**src/rtl/alu_arbiter.sv**
```systemverilog
// Round-robin arbiter sharing one gen_alu datapath between four requesters.
// Also holds the ripple-carry ALU (gen_alu built from alu_slice bit cells).

module alu_slice (
    input  logic       a,
    input  logic       b,
    input  logic       ci,
    input  logic [1:0] f,
    output logic       s,
    output logic       co
);
    logic w_bSel;

    // f[0] inverts b so that subtract is a + ~b + carry-in of 1
    assign w_bSel = b ^ f[0];
    assign s      = f[1] ? (f[0] ? (a | b) : (a & b)) : (a ^ w_bSel ^ ci);
    assign co     = f[1] ? 1'b0 : ((a & w_bSel) | (ci & (a ^ w_bSel)));
endmodule

module gen_alu #(
    parameter int N = 8
) (
    input  logic [N-1:0] a,
    input  logic [N-1:0] b,
    input  logic [1:0]   f,
    output logic [N-1:0] s,
    output logic         co
);
    logic [N:0] w_c;

    assign w_c[0] = (f == 2'b01);
    assign co     = w_c[N];

    for (genvar i = 0; i < N; i++) begin : g_slice
        alu_slice u_slice (
            .a (a[i]),
            .b (b[i]),
            .ci(w_c[i]),
            .f (f),
            .s (s[i]),
            .co(w_c[i+1])
        );
    end
endmodule

module alu_arbiter #(
    parameter int N = 8
) (
    input  logic           clk,
    input  logic           reset,
    input  logic [3:0]     req,
    input  logic [4*N-1:0] a_bus,
    input  logic [4*N-1:0] b_bus,
    input  logic [7:0]     f_bus,
    output logic [3:0]     gnt,
    output logic [3:0]     done,
    output logic [N-1:0]   result,
    output logic           co,
    output logic           busy,
    output logic [15:0]    op_count
);
    typedef enum logic [1:0] {IDLE, EXEC, DONE} state_t;

    state_t       r_state;
    logic [1:0]   r_ptr;
    logic [1:0]   r_id;
    logic [N-1:0] r_a;
    logic [N-1:0] r_b;
    logic [1:0]   r_f;
    logic [3:0]   r_gnt;
    logic [3:0]   r_done;
    logic [N-1:0] r_result;
    logic         r_co;
    logic         r_busy;
    logic [15:0]  r_opCount;

    logic [1:0]   w_base;
    logic [1:0]   w_idx;
    logic [1:0]   w_win;
    logic         w_any;
    logic [N-1:0] w_aluS;
    logic         w_aluCo;

    gen_alu #(.N(N)) u_alu (
        .a (r_a),
        .b (r_b),
        .f (r_f),
        .s (w_aluS),
        .co(w_aluCo)
    );

    // In DONE the pointer update and the next arbitration share one edge,
    // so arbitrate from the pointer value that is about to be written.
    assign w_base = (r_state == DONE) ? (r_id + 2'd1) : r_ptr;
    assign w_any  = |req;

    always_comb begin
        w_win = w_base;
        w_idx = w_base;
        for (int k = 3; k >= 0; k--) begin
            w_idx = w_base + k[1:0];
            if (req[w_idx]) begin
                w_win = w_idx;
            end
        end
    end

    always_ff @(posedge clk or posedge reset) begin
        if (reset) begin
            r_state   <= IDLE;
            r_ptr     <= 2'd0;
            r_id      <= 2'd0;
            r_a       <= '0;
            r_b       <= '0;
            r_f       <= 2'b00;
            r_gnt     <= 4'b0000;
            r_done    <= 4'b0000;
            r_result  <= '0;
            r_co      <= 1'b0;
            r_busy    <= 1'b0;
            r_opCount <= 16'h0000;
        end else begin
            case (r_state)
                IDLE: begin
                    if (w_any) begin
                        r_a     <= a_bus[w_win*N +: N];
                        r_b     <= b_bus[w_win*N +: N];
                        r_f     <= f_bus[2*w_win +: 2];
                        r_id    <= w_win;
                        r_gnt   <= 4'b0001 << w_win;
                        r_busy  <= 1'b1;
                        r_state <= EXEC;
                    end
                end
                EXEC: begin
                    r_result <= w_aluS;
                    r_co     <= w_aluCo;
                    r_gnt    <= 4'b0000;
                    r_done   <= 4'b0001 << r_id;
                    r_state  <= DONE;
                end
                DONE: begin
                    r_done <= 4'b0000;
                    r_ptr  <= r_id + 2'd1;
                    if (r_opCount != 16'hFFFF) begin
                        r_opCount <= r_opCount + 16'd1;
                    end
                    if (w_any) begin
                        r_a     <= a_bus[w_win*N +: N];
                        r_b     <= b_bus[w_win*N +: N];
                        r_f     <= f_bus[2*w_win +: 2];
                        r_id    <= w_win;
                        r_gnt   <= 4'b0001 << w_win;
                        r_state <= EXEC;
                    end else begin
                        r_busy  <= 1'b0;
                        r_state <= IDLE;
                    end
                end
                default: begin
                    r_state <= IDLE;
                end
            endcase
        end
    end

    assign gnt      = r_gnt;
    assign done     = r_done;
    assign result   = r_result;
    assign co       = r_co;
    assign busy     = r_busy;
    assign op_count = r_opCount;
endmodule

```
**config.mk**
```make
export PLATFORM = sky130hd
export DESIGN_NAME = alu_arbiter
export DESIGN_NICKNAME = d
export VERILOG_FILES = /design/src/rtl/alu_arbiter.sv
export SDC_FILE = /design/constraint.sdc
export NUM_CORES = 1
export LEC_CHECK = 0
export CAP_MARGIN = 10
export CORE_MARGIN = 1
export CORE_UTILIZATION = 31
export CTS_CLUSTER_DIAMETER = 100
export DETAILED_ROUTE_END_ITERATION = 12
export SYNTH_ARGS = -nofsm -noshare
export SYNTH_HDL_FRONTEND = slang
export SYNTH_HIERARCHICAL = 1
export SYNTH_SLANG_ARGS = --single-unit
```
**constraint.sdc**
```tcl
create_clock -name clk -period 11.9 [get_ports clk]
set_input_delay 2.38 -clock clk [delete_from_list [all_inputs] [get_ports clk]]
set_output_delay 2.38 -clock clk [all_outputs]
set_load 0.02 [all_outputs]
```
* Word level (Yosys, flattened, before mapping) *
Index checks and enable logic that the tools add are counted.

word-level totals
  logic and storage cells = 153
  bits in registers = 58
  input port bits = 78
  output and inout port bits = 34

cells by class
  bitwise operators = 64
  order comparisons = 4
  shift-type cells = 5
  $add $sub $neg = 5
  multiplexer cells = 46
  reduce and logical (&&, ||, !) cells = 10
  eq/ne operators = 7

operator list
  cell                                                 number
  indexed part select 32 x 6 -> 8 bit                  2
  2-to-1 mux 1 bit                                     31
  AND 1 bit                                            24
  XOR 1 bit                                            24
  adder 16 x 1 -> 16 bit, second input constant        1
  != test 16 bit, second input constant                1
  bitwise OR 1 bit                                     16
  case mux 4 bit (2 select lines)                      2
  < comparator 2 x 3 -> 1 bit, second input constant   4
  2-to-1 mux 2 bit                                     6
  binary-select mux 1 bit (select 2 bit)               4
  indexed part select 8 x 4 -> 2 bit                   1
  left shift 1 x 2 -> 4 bit, first input constant      2
  case mux 2 bit (3 select lines)                      1
  AND reduction 2 bit                                  3
  nonzero test 2 bit                                   3
  adder 2 x 1 -> 2 bit, second input constant          2
  adder 2 bit, second input constant                   2
  equality test 2 x 1 -> 1 bit, second input constant  2
  2-to-1 mux 4 bit                                     1
  != test 2 bit, second input constant                 2
  OR reduction 4 bit                                   1
  AND reduction 3 bit                                  1
  equality test 2 bit, second input constant           1
  other kinds (4)                                      4

* Logic depth before layout (Yosys ltp) *
Gate-level depths: netlist (run 1).

  depth after elaboration = 26
  gate-level depth with buffers = 19
  gate-level depth less buffers = 19

* By module *
The synthesis (run 1) kept the hierarchy.

modules (own cells, without submodules)
  module       times used  cells an instance  sequential area each (um^2)  area each (um^2)
  alu_arbiter  1           315                1,451.4                      3,323.2
  alu_slice    8           7                  0.0                          55.1
  gen_alu      1           1                  0.0                          13.8

* Least setup slack after synthesis (run 1) *
OpenSTA, ideal clock, no wires.

  path type = flip-flop to flip-flop
  from = reg r_f[0]
  to = reg r_result[7], in the netlist result[7]
  setup slack = 6.427 ns
  cell stages (with the launch flop) = 20
  period minus slack after synthesis = 5.473 ns
  buffers on the path = 0
  data arrival time = 5.348 ns
  library setup time = 0.125 ns
  data required time = 11.775 ns
  cell sequence = dfrtp_1 xor2_1 fa_1 nor2b_1 fa_1 nor2b_1 fa_1 nor2b_1 fa_1 nor2b_1 fa_1 nor2b_1 fa_1 nor2b_1 fa_1 nor2b_1 fa_1 inv_1 o22ai_1 mux2_2

on the way
  cells in the longest elaborated chain, start to end = 25
  elaborated cells between the ends (all ways) = 48
  those cells by class = eq/ne: 1; mux: 9; bitwise: 38

ends and longest elaborated chain
  what                    line  RTL
  from (decl)             69    logic [1:0] r_f;
  from (signal assigned)  128   r_f <= f_bus[2*w_win +: 2];
  from (signal assigned)  151   r_f <= f_bus[2*w_win +: 2];
  XOR 1 bit               15    assign w_bSel = b ^ f[0];
  XOR 1 bit               17    assign co = f[1] ? 1'b0 : ((a & w_bSel) | (ci & (a ^ w_bSel)));
  AND 1 bit               17
  bitwise OR 1 bit *      17
  2-to-1 mux 1 bit *      17
  named net u_alu.w_c[1]  29    logic [N:0] w_c;
  AND 1 bit *             17
  bitwise OR 1 bit *      17
  [1 not listed]          -
  named net u_alu.w_c[2]  29
  [3 not listed]          -
  named net u_alu.w_c[3]  29
  [3 not listed]          -
  named net u_alu.w_c[4]  29
  [3 not listed]          -
  named net u_alu.w_c[5]  29
  [3 not listed]          -
  named net u_alu.w_c[6]  29
  AND 1 bit *             17
  bitwise OR 1 bit *      17
  2-to-1 mux 1 bit *      17
  named net u_alu.w_c[7]  29
  XOR 1 bit *             16    assign s = f[1] ? (f[0] ? (a | b) : (a & b)) : (a ^ w_bSel ^ ci);
  2-to-1 mux 1 bit *      16
  named net w_aluS[7]     81    logic [N-1:0] w_aluS;
  to (signal assigned)    136   r_result <= w_aluS;
  to (decl)               72    logic [N-1:0] r_result;

The timed path passes the listed nets; every way through them passes the cells marked *.
A chain may end at the register's enable or synchronous reset.

* Worst setup path after layout (run 1) *
Ends and elaborated chain as after synthesis.

==> results.yml, run 1 <==
floorplan:
  die_area_um2: 12600
  io_pins: 112
  die_x_um: 112
  rows: 39
  core_um2: 11700
  start_util_pct: 32.4
  die_h_um: 112
clock_network:
  cts_root_buf: "clkbuf_16"
  cts_tree: "yes"
  clkSlewWorstSetupHoldPaths_ns: 0.05
  clock_path_buffers: 2
  numCtsBuffers: 9
  cts_max_level: 3
  cts-resized-gates: 0
  postCtsSetupRepairBufs: 0
  hold_buffers: 0
  insertion_delay_ns: 0.32
  clock_sinks: 58
grt:
  globalRouteMet3Util_pct: 2.81
  grt_use_met1_pct: 22.2
  grt_max_degree: 59
  busiest_layer: "met2"
  grt_util_met2_pct: 27.1
  antenna_found_initial: 0
  grtUsageTotal_pct: 16.7
  grt_pass1_vias: 3284
  grt-ovfl-total: 0
  grt_pass1_wl_um: 16500
route:
  num_vias: 3253
  drt-total-wl_um: 10200
  drtPass1Iterations: 4
  drc: 0
  ant_nets: 0
  via_per_inst: 5.20
  wl_per_cell_um: 16.2
  drt_iter0_markers: 164
sta:
  period_share_pct: 49.4
  slew_viol_final: 0
  rsz0062_at_grt: "no"
  max_freq_mhz: 170
  tightestPinTransition_ns: 0.895
  layout_setup_ws_ns: 6.02
  slew_headroom_pct: 40.2
  hold_slack_ns: 0.494
  fin_worst_skew_ns: 0.00593
  hold_viol: 0
  finalSetupTns_ns: 0
  fin_crit_ns: 5.88
  setup_violations: 0
min_path:
  min-delay-path-class: "flip-flop to flip-flop"
  hold_depth: 1
synthesis:
  synthesis.area_um2: 3780
  yosys-top-cells-area: "dfrtp_1, mux2i_1, o21ai_0"
  synthTopCellsByCount: "dfrtp_1, o21ai_0, nand2_1"
  synth_seq_cells: 58
  synth_top_area_share_pct: 38.4
  yosysWarnings: 6
  async_reset_ff_share_pct: 100
  synth_most_common_cell: "dfrtp_1"
  syn_avg_cell_area_um2: 10.2
  synth_flop_cell: "dfrtp_1"
  synth_cells: 372
  synth.distinct_cells: 49
  yosysSeqAreaShare_pct: 38.4
  synth-edff-count: 0
  synth.largest_area_cell: "dfrtp_1"
  syn_nets: 469
finish:
  finalNonFillerCells: 626
  syn2layout_area_growth_pct: 38.7
  multi_input_area_um2: 2110
  nFillCells: 1096
  fin_nets: 577
  regArea_um2: 1450
  diodes: 0
  drive_above_1_share_pct: 9.52
power:
  finalPower_mw: 1.39
  ir_worst_vdd_mv: 0.103
  p_leak_nw: 2.26
  p_per_area_nw_per_um2: 266
placed_design:
  portBuffers: 111
  hpwl_um: 7250
  dp_slack_ns: 6.01
  dp.cells: 611
  place_congestion: 0.787
outcome:
  status: "complete, no violations"
setup_path:
  slowest_delay_ns: 0.76
  reg2reg_depth: 19
  ff2ff_setup_slack_ns: 6.02
  crit_arrival_ns: 6.08
  startpoint_type: "flip-flop"
  crit_type: "flip-flop to flip-flop"
  cpMaxStageDelayCell: "dfrtp_1"
  endpoint_kind: "flip-flop"
  crit_top_cell: "fa_1"
  cp_cell_sequence: "xor2_1 > fa_1 > nor2b_1 > fa_1 > nor2b_1 > fa_1 > nor2b_1 > fa_1 > nor2b_1 > fa_1 > nor2b_1 > fa_1 > nor2b_1 > fa_1 > nor2b_1 > fa_1 > inv_1 > o22ai_1 > mux2_2"
  critical_path_required_ns: 12.10
  crit_fanout: 18
run:
  cap_violations: 0
==> state kept, by name, summed over array words and instances (netlist names) <==
register  cells
op_count     16
r_a           8
r_b           8
result        8
done          4
gnt           4
r_f           2
r_id          2
r_ptr         2
r_state       2
busy          1
co            1
==> power breakdown <==
| part | leakage, nW | internal, mW | switching [mW] |
|---|---|---|---|
| registers | 0.735 | 0.275 | 0.0925 |
| clock network | 0.123 | 0.144 | 0.0811 |
| logic | 1.40 | 0.367 | 0.432 |
==> placed cells by master (no fill, tap or decap), types with 3 or more instances in the layout <==
master,Yosys,layout
inv_1,21,20
clkdlybuf4s50_1,0,111
clkbuf_1,4,4
a21oi_1,15,15
o211ai_2,8,8
clkbuf_16,0,9
o21ai_0,33,33
a31oi_1,3,3
a22o_1,5,5
fa_1,8,8
xnor2_1,6,6
o211ai_1,10,10
mux2_2,11,11
buf_4,6,3
xor2_1,14,14
nand3_1,22,22
and3_1,8,8
nand2_1,32,32
ha_1,11,11
nor2b_1,9,9
o21ai_1,4,3
o22ai_1,10,10
nor2_1,6,6
a211o_1,18,18
mux2i_1,18,18
dfrtp_1,58,58
==> final cells by class <==
type	instances	area share [%]
multi-input combinational	275	40.4
sequential	58	27.7
timing repair buffer	115	22.2
clock buffer	14	4.85
tap	143	3.42
inverter	21	1.50
==> critical path, delay by kind of cell (launching register included) <==
| kind | cells | cell delay (ns) |
|---|---|---|
| adders and majority gates | 8 | 3.34 |
| and+or+nand+nor | 7 | 1.07 |
| AOI/OAI and AO/OA | 1 | 0.06 |
| DFF | 1 | 0.76 |
| xor gates and xnor gates | 1 | 0.17 |
| muxes | 1 | 0.29 |
| buffers and inverters | 1 | 0.06 |
==> logic make-up (layout without fill, tap and decap cells) <==
family	after synthesis	after routing	share of synthesized area, %
AO/OA/AOI/OAI	114	114	21.7
XOR/XNOR	20	20	4.64
adder cells (fa/ha/maj)	19	19	7.88
buffers and inverters	39	150	5.70
flip-flops	58	58	38.4
multiplexers	31	31	9.04
AND/OR/NAND/NOR	91	91	12.6
==> routing by layer <==
layer	part of all wire, %	wire, um	vias up
met5	0	0	-
met4	1.5	153	0
met3	4.1	417	12
met2	47	4780	89
met1	47	4810	1582
li1	-	-	1570
==> through the flow <==
stage / instance area (um2) / utilization (%)
final: 5240 / 44.9
after global routing: 5240 / 44.9
after CTS: 5210 / 44.7
after detailed placement: 4960 / 42.5
after global placement: 4960 / 42.5
after floorplan: 3780 / -
==> final timing paths <==
check	from	end
hold reg to reg	op_count[7]$_DFFE_PP0P_	op_count[7]$_DFFE_PP0P_
max in group asynchronous	reset	gnt[2]$_DFFE_PP0P_
hold / removal	op_count[7]$_DFFE_PP0P_	op_count[7]$_DFFE_PP0P_
min in group asynchronous	reset	r_b[7]$_DFFE_PP0P_
setup / recovery	r_f[0]$_DFFE_PP0P_	result[7]$_DFFE_PP0N_
setup reg to reg	r_f[0]$_DFFE_PP0P_	result[7]$_DFFE_PP0N_
No activity file was read; power rests on OpenSTA's default activity.
==> inputs of run 2 (changes only) <==
clock period = 5.9 ns   (was 11.9 ns; I/O delays follow)
==> run 2 against run 1 <==
  * Sequential share of layout area shrank 0.11 points
  * Utilization grew 0.17 points
  * Worst hold slack better by 0.0014 ns
  * Largest cell class unchanged
==> results.yml, run 2 (same netlist as run 1, synthesis figures left out) <==
grt:
  grtUsageTotal_pct: 17.5
  grt_pass1_wl_um: 17300
  grt_max_degree: 59
  antenna_found_initial: 0
  grt-ovfl-total: 0
  grt_pass1_vias: 3316
min_path:
  holdCritStartpoint: "op_count[7]$_DFFE_PP0P_"
  min-delay-path-class: "flip-flop to flip-flop"
setup_path:
  rr_startpoint: "r_f[0]$_DFFE_PP0P_"
  startpoint: "r_f[0]$_DFFE_PP0P_"
  cpMaxStageDelayCell: "dfrtp_1"
  startpoint_type: "flip-flop"
  ff2ff_setup_slack_ns: 0.51
  critical_path_required_ns: 6.11
  slowest_delay_ns: 0.47
  cp_cell_sequence: "xor2_1 > fa_1 > nor2b_1 > fa_1 > nor2b_1 > fa_1 > nor2b_1 > fa_1 > nor2b_1 > fa_1 > nor2b_1 > fa_1 > nor2b_1 > fa_1 > nor2b_1 > fa_1 > inv_1 > o22ai_1 > mux2_2"
  endpoint_kind: "flip-flop"
  crit_arrival_ns: 5.60
  crit_top_cell: "fa_1"
  crit_fanout: 8
  crit_type: "flip-flop to flip-flop"
sta:
  hold_slack_ns: 0.496
  tightestPinTransition_ns: 0.956
  slew_headroom_pct: 36.1
  hold_viol: 0
  finalSetupTns_ns: 0
  period_share_pct: 91.4
  setup_violations: 0
  max_freq_mhz: 185
  fin_crit_ns: 5.39
  slew_viol_final: 0
  rsz0062_at_grt: "no"
  fin_worst_skew_ns: 0.00857
  layout_setup_ws_ns: 0.505
outcome:
  status: "complete, no violations"
placed_design:
  portBuffers: 111
  place_congestion: 0.792
  dp_slack_ns: 0.516
  dp.cells: 613
  hpwl_um: 7370
clock_network:
  cts_tree: "yes"
  clock_path_buffers: 2
  cts_max_level: 3
  postCtsSetupRepairBufs: 0
  cts-resized-gates: 0
  insertion_delay_ns: 0.33
  cts_root_buf: "clkbuf_16"
  numCtsBuffers: 9
  clkSlewWorstSetupHoldPaths_ns: 0.05
  clock_sinks: 58
  hold_buffers: 0
route:
  drtPass1Iterations: 4
  drc: 0
  ant_nets: 0
  num_vias: 3276
  drt-total-wl_um: 10500
  wl_per_cell_um: 16.7
  via_per_inst: 5.22
  drt_iter0_markers: 166
finish:
  drive_above_1_share_pct: 10.3
  mostFrequentLayoutCells: "clkdlybuf4s50_1, dfrtp_1, o21ai_0"
  layout_commonest_cell: "clkdlybuf4s50_1"
  syn2layout_area_growth_pct: 39.2
  finalNonFillerCells: 628
  largest_reg_flops: 16
  fin_nets: 578
  diodes: 0
  nFillCells: 1087
floorplan:
  start_util_pct: 32.4
  die_h_um: 112
  die_x_um: 112
  rows: 39
  die_area_um2: 12600
  core_um2: 11700
  io_pins: 112
power:
  p_leak_nw: 2.28
  finalPower_mw: 2.88
  p_per_area_nw_per_um2: 547
  ir_worst_vdd_mv: 0.212
run:
  cap_violations: 0
[run 2: changes by cell type in the layout (fill, tap and decap cells not counted)]
| cell | previous run | this run |
|---|---|---|
| clkbuf_1 | 4 | 2 |
| buf_4 | 3 | 5 |
| clkinv_2 | 0 | 2 |
| bufinv_16 | 0 | 1 |
| buf_16 | 1 | 0 |
[run 2: final cells by class]
class / count / area, um2 / share of cell area [%]
well taps: 143 / 179 / 3.40
clock buffers: 12 / 246 / 4.69
clock inverters: 3 / 40.0 / 0.761
multi-input cells: 275 / 2110 / 40.2
repair buffers: 116 / 1150 / 21.8
inverters: 21 / 78.8 / 1.50
flip-flops and latches: 58 / 1450 / 27.6
[run 2: worst paths after layout]
| kind | end | depth (start not counted) |
|---|---|---|
| setup reg to reg | result[7]$_DFFE_PP0N_ | 19 |
| hold reg to reg | op_count[7]$_DFFE_PP0P_ | 1 |
| setup / recovery | result[7]$_DFFE_PP0N_ | 19 |
| max in group asynchronous | gnt[0]$_DFFE_PP0P_ | 3 |
| min in group asynchronous | op_count[7]$_DFFE_PP0P_ | 3 |
| hold / removal | op_count[7]$_DFFE_PP0P_ | 1 |
[run 2: critical path, delay by kind of cell (launching register included)]
kind / cells / cell delay [ns]
and+or+nand+nor: 7 / 1.08
adders and majority gates: 8 / 3.16
buffers and inverters: 1 / 0.07
DFF: 1 / 0.47
AOI/OAI and AO/OA: 1 / 0.07
xor gates and xnor gates: 1 / 0.19
muxes: 1 / 0.27
[run 2: metrics by stage]
| stage | util, % | area (um2) |
|---|---|---|
| detailed placement | 42.6 | 4970 |
| floorplan | - | 3780 |
| finish | 45.1 | 5260 |
| CTS | 45.1 | 5260 |
| global placement | 42.6 | 4970 |
| global route | 45.1 | 5260 |
[run 2: power by group]
part	total, mW	switching, mW	internal, mW
sequential	0.708	0.153	0.555
clock	0.514	0.180	0.334
combinational	1.65	0.921	0.732
total	2.88	1.25	1.62
[run 2: metal layers]
| layer | vias up | global-route usage, % | wire, um |
|---|---|---|---|
| met4 | 0 | 7.11 | 182 |
| li1 | 1569 | - | - |
| met2 | 100 | 27.9 | 4860 |
| met3 | 13 | 2.59 | 565 |
| met5 | - | 0 | 0 |
| met1 | 1594 | 23.8 | 4850 |
